===== src/rtl/md_unit.sv =====
// Iterative multiply/divide unit holding the architectural HI/LO pair.
// mult/multu completes after MUL_LAT cycles; div/divu is restoring, one quotient bit per cycle.
module md_unit #(
    parameter int MUL_LAT = 5
) (
    input  logic        clk,
    input  logic        reset,
    input  logic        start,
    input  logic [2:0]  md_func,
    input  logic        md_sign,
    input  logic [31:0] src_a,
    input  logic [31:0] src_b,
    input  logic        cancel,
    output logic [31:0] hi,
    output logic [31:0] lo,
    output logic        busy
);
    localparam logic [1:0] S_IDLE = 2'd0;
    localparam logic [1:0] S_MUL  = 2'd1;
    localparam logic [1:0] S_DIV  = 2'd2;

    localparam logic [2:0] F_MTHI = 3'd1;
    localparam logic [2:0] F_MTLO = 3'd2;
    localparam logic [2:0] F_MULT = 3'd3;
    localparam logic [2:0] F_DIV  = 3'd4;

    logic [1:0]  state_q, state_d;
    logic [4:0]  cnt_q, cnt_d;
    logic [31:0] hi_q, hi_d, lo_q, lo_d;
    // opa_q: multiplicand, or dividend magnitude shifting into the quotient
    logic [31:0] opa_q, opa_d, opb_q, opb_d, rem_q, rem_d;
    logic        sgn_q, sgn_d, qneg_q, qneg_d, rneg_q, rneg_d, dz_q, dz_d;

    logic signed [65:0] mul_a, mul_b, prod;
    logic [32:0] rem_sh, diff;
    logic        ge;
    logic [31:0] rem_nx, quo_nx, q_fin, r_fin;
    logic        a_neg, b_neg;
    logic [31:0] mag_a, mag_b;

    always_comb begin
        mul_a  = {{34{sgn_q & opa_q[31]}}, opa_q};
        mul_b  = {{34{sgn_q & opb_q[31]}}, opb_q};
        prod   = mul_a * mul_b;
        rem_sh = {rem_q, opa_q[31]};
        diff   = rem_sh - {1'b0, opb_q};
        ge     = ~diff[32];
        rem_nx = ge ? diff[31:0] : rem_sh[31:0];
        quo_nx = {opa_q[30:0], ge};
        q_fin  = qneg_q ? (32'd0 - quo_nx) : quo_nx;
        r_fin  = rneg_q ? (32'd0 - rem_nx) : rem_nx;
        a_neg  = md_sign & src_a[31];
        b_neg  = md_sign & src_b[31];
        mag_a  = a_neg ? (32'd0 - src_a) : src_a;
        mag_b  = b_neg ? (32'd0 - src_b) : src_b;
    end

    always_comb begin
        state_d = state_q;
        cnt_d   = cnt_q;
        hi_d    = hi_q;
        lo_d    = lo_q;
        opa_d   = opa_q;
        opb_d   = opb_q;
        rem_d   = rem_q;
        sgn_d   = sgn_q;
        qneg_d  = qneg_q;
        rneg_d  = rneg_q;
        dz_d    = dz_q;
        case (state_q)
            S_IDLE: begin
                if (start && !cancel) begin
                    case (md_func)
                        F_MTHI: hi_d = src_a;
                        F_MTLO: lo_d = src_a;
                        F_MULT: begin
                            state_d = S_MUL;
                            cnt_d   = 5'(MUL_LAT - 1);
                            opa_d   = src_a;
                            opb_d   = src_b;
                            sgn_d   = md_sign;
                        end
                        F_DIV: begin
                            state_d = S_DIV;
                            cnt_d   = 5'd31;
                            opa_d   = mag_a;
                            opb_d   = mag_b;
                            rem_d   = 32'd0;
                            qneg_d  = a_neg ^ b_neg;
                            rneg_d  = a_neg;
                            dz_d    = (src_b == 32'd0);
                        end
                        default: ;
                    endcase
                end
            end
            S_MUL: begin
                if (cancel) begin
                    state_d = S_IDLE;
                    cnt_d   = 5'd0;
                end else if (cnt_q == 5'd0) begin
                    state_d = S_IDLE;
                    hi_d    = prod[63:32];
                    lo_d    = prod[31:0];
                end else begin
                    cnt_d = cnt_q - 5'd1;
                end
            end
            S_DIV: begin
                if (cancel) begin
                    state_d = S_IDLE;
                    cnt_d   = 5'd0;
                end else begin
                    opa_d = quo_nx;
                    rem_d = rem_nx;
                    if (cnt_q == 5'd0) begin
                        state_d = S_IDLE;
                        // divide by zero burns the full latency but never writes HI/LO
                        if (!dz_q) begin
                            hi_d = r_fin;
                            lo_d = q_fin;
                        end
                    end else begin
                        cnt_d = cnt_q - 5'd1;
                    end
                end
            end
            default: begin
                state_d = S_IDLE;
                cnt_d   = 5'd0;
            end
        endcase
    end

    always_ff @(posedge clk or negedge reset) begin
        if (!reset) begin
            state_q <= S_IDLE;
            cnt_q   <= 5'd0;
            hi_q    <= 32'd0;
            lo_q    <= 32'd0;
            opa_q   <= 32'd0;
            opb_q   <= 32'd0;
            rem_q   <= 32'd0;
            sgn_q   <= 1'b0;
            qneg_q  <= 1'b0;
            rneg_q  <= 1'b0;
            dz_q    <= 1'b0;
        end else begin
            state_q <= state_d;
            cnt_q   <= cnt_d;
            hi_q    <= hi_d;
            lo_q    <= lo_d;
            opa_q   <= opa_d;
            opb_q   <= opb_d;
            rem_q   <= rem_d;
            sgn_q   <= sgn_d;
            qneg_q  <= qneg_d;
            rneg_q  <= rneg_d;
            dz_q    <= dz_d;
        end
    end

    assign hi   = hi_q;
    assign lo   = lo_q;
    assign busy = (state_q != S_IDLE);
endmodule


===== config.mk =====
export PLATFORM = sky130hd
export DESIGN_NAME = md_unit
export DESIGN_NICKNAME = d
export VERILOG_FILES = /design/src/rtl/md_unit.sv
export SDC_FILE = /design/constraint.sdc
export NUM_CORES = 2
export LEC_CHECK = 0
export CORE_UTILIZATION = 50
export DETAILED_ROUTE_END_ITERATION = 10
export PLACE_DENSITY = 0.68
export SLEW_MARGIN = 20
export SYNTH_ARGS = -nofsm -noshare
export SYNTH_HDL_FRONTEND = slang
export SYNTH_SLANG_ARGS = --single-unit

===== constraint.sdc =====
create_clock -name clk -period 13.1 [get_ports clk]
set_clock_uncertainty 0.1 [all_clocks]
set_input_delay 1.965 -clock clk [delete_from_list [all_inputs] [get_ports clk]]
set_output_delay 1.965 -clock clk [all_outputs]
set_load 0.005 [all_outputs]

==> metrics.cfg <==
[cells_and_area]
nNetsFinal=7290
fillers=9525
syn2layout_area_growth_pct=5.88
multi_input_area_sq_mm=0.0416
fin_util_pct=53.6
seq_area_sq_mm=0.00428
drive_gt1_share_pct=3.66

[drt]
drt-initial-drc-count=3633
drt_first_pass_iters=6
drc=0
wl_per_cell_microns=23.2
drt-total-wl_mm=167
num_vias=42100
avgViaCountPerCell=5.83
drtAntennaViolNets=0

[global_routing]
grt_pass1_wl_mm=261
grt_antenna_before_repair=7
overflow=0
grtUsageTotal_pct=33.1
grt_start_max_net_pins=73
grt_pass1_vias=43900

[critical_path]
r2r_slack_ns=2.78
start_kind=register
cp.arrival_ns=10.60
regToRegEndpoint=hi[31]$_DFFE_PN0P_
slowest_delay_ns=0.91
reg2reg_depth=30
r2r-start=opa_q[31]$_DFFE_PN0P_
critPathSlowestCell=fa_1
crit_buf_inv=8
critPathTopFamily=adder cells
worstPathRequired_ns=13.38
cp_max_fo=43
worstSetupEndpointType=register
critPathKind=reg2reg
crit_top_cell=fa_1

[floorplanning]
core.rowCount=117
core_area_sq_mm=0.102
ios=137
die_width_microns=324
start_util_pct=50.7
dieHeight_microns=324
dieArea_sq_mm=0.105

[synth]
ys_types=104
syn_inst=5944
synth_area_sq_mm=0.0518
synth_top_cell_area_share_pct=43.5
ys.flop_type=dfrtp_1
synth_edf_count=0
ys_seq_area_share_pct=8.27
async_flop_share_pct=100
yosysTopAreaCell=fa_1
synth_area_per_cell_sq_um=8.71
ys_warn_count=0
syn_nets=7397
ys_seq_elements=171
synthTopCellsByArea=fa_1 (44%), inv_1 (8.6%), dfrtp_1 (8.3%), nand2_1 (6.7%), ha_1 (6.2%)

[clock_network]
htreeDepth=4
ctsResizeCount=0
clk_path_buf_depth=2
clk_pin_slew_ns=0.08
cts_tree=yes
cts_setup_buffers=0
insertion_delay_ns=0.50
root_buffer=clkbuf_16
cts.sinks=171
numCtsBuffers=17
cts_hold_buf=0

[timing]
grt_setup_unrepaired=no
fin_tns_setup_ns=0
finalCritPeriodShare_pct=78.8
hold_viol_final=0
maxSlewHeadroom_pct=28.1
clock.fmax_mhz=96.9
slew_viol_final=0
fin_crit_ns=10.32
finalWorstSetupSlack_ns=2.78
worst_pin_slew_ns=1.08
setup_viol_count_final=0

[placed_design]
gp_congestion=0.997
place.port_buffers=136
dp_hpwl_mm=134
post-place-ws_ns=2.88

[worst_hold_path]
min_from=lo[4]$_DFFE_PN0P_
min_path_type=reg2reg
whs_path_depth=2
min_to=lo[4]$_DFFE_PN0P_

[run]
cap_violations=0

[outcome]
outcome=completed

==> worst max-delay path by stage <==
stage / startpoint / endpoint / slack (ns) / depth (start not counted)
floorplan: opa_q[31]$_DFFE_PN0P_ / hi[31]$_DFFE_PN0P_ / 4.80 / 28
global placement: opa_q[31]$_DFFE_PN0P_ / hi[31]$_DFFE_PN0P_ / 3.14 / 30
detailed placement: opa_q[31]$_DFFE_PN0P_ / hi[31]$_DFFE_PN0P_ / 2.88 / 30
CTS: opa_q[31]$_DFFE_PN0P_ / hi[31]$_DFFE_PN0P_ / 2.83 / 30
global route: opa_q[31]$_DFFE_PN0P_ / hi[31]$_DFFE_PN0P_ / 2.28 / 30
finish: opa_q[31]$_DFFE_PN0P_ / hi[31]$_DFFE_PN0P_ / 2.78 / 30
==> layout make-up <==
class                           instances  share of cell area [%]
Antenna cell                            1                 0.00457
Clock buffer                           19                   0.790
Clock inverter                         13                   0.274
Inverter                             1195                    8.18
Multi-Input combinational cell       4214                    75.9
Sequential cell                       171                    7.81
Tap cell                             1368                    3.12
Timing Repair Buffer                  238                    3.89
==> cells by family after synthesis <==
kind of cell,count (synthesis),share of synthesized area [%]
XOR/XNOR,195,3.30
multiplexers,31,0.662
buffers and inverters,1559,11.5
AO/OA/AOI/OAI,784,10.3
adder cells (fa/ha/maj),1381,49.7
flip-flops,171,8.27
AND/OR/NAND/NOR,1823,16.4
==> per-stage QoR <==
step	cell area (sq um)	instances	hold slack (ns)
2_1_floorplan	51800	5944	0.346
3_3_place_gp	54200	7186	0.361
3_5_place_dp	54200	7186	0.370
4_1_cts	54800	7218	0.387
5_1_grt	54800	7218	0.411
6_report	54800	7219	0.385
==> worst min-delay path: stages (launching register included) <==
cell and delay (ns):
dfrtp_1 0.35, nand2_1 0.05, o31ai_1 0.06
==> sequential cells by signal (all words and copies together) (netlist names) <==
signal,count
qneg_q,1
opb_q,32
state_q,2
dz_q,1
hi,32
rem_q,32
sgn_q,1
cnt_q,5
rneg_q,1
lo,32
opa_q,32
==> cell usage after synthesis (all sizes together), types with 16 or more instances <==
library cell	instances
nand2b	25
buf	66
and2	333
ha	255
nor3	49
a21oi	197
a211oi	27
mux2i	17
a21o	63
a22o	16
o21ai	185
xnor2	115
o41ai	17
clkbuf	298
o31ai	75
o211ai	28
inv	1194
and3	34
nand3	56
nand4	25
nor2	251
a31oi	24
or3	18
dfrtp	171
nor4	23
nand2	932
a221oi	44
fa	1126
xor2	80
==> placed cells by master (no fill, tap or decap), types with 13 or more instances in the layout <==
master           instances
a211oi_1                26
a21o_1                  62
a21oi_1                194
a221oi_1                40
a22o_1                  16
a31oi_1                 23
and2_1                 333
and3_1                  33
buf_4                  102
clkbuf_16               17
clkdlybuf4s50_1        135
dfrtp_1                168
fa_1                  1125
ha_1                   252
inv_1                 1193
mux2i_1                 17
nand2_1                930
nand2b_1                24
nand3_1                 56
nand4_1                 25
nor2_1                 249
nor3_1                  45
nor4_1                  22
o211ai_1                27
o21a_1                  14
o21ai_0                180
o31ai_1                 72
o41ai_1                 14
or3_1                   17
or4_1                   13
xnor2_1                115
xor2_1                  80
==> metal layers <==
layer	GRT usage (%)	up-vias	share of wire (%)
met2	54.4	1813	48
met3	6.12	429	7.9
met4	13.8	6	4.9
li1	-	18000	-
met5	0	-	0.025
met1	42.9	21800	40
Power is not shown: default switching activity piles up to over one toggle a cycle in this logic, so the estimate is an artifact.
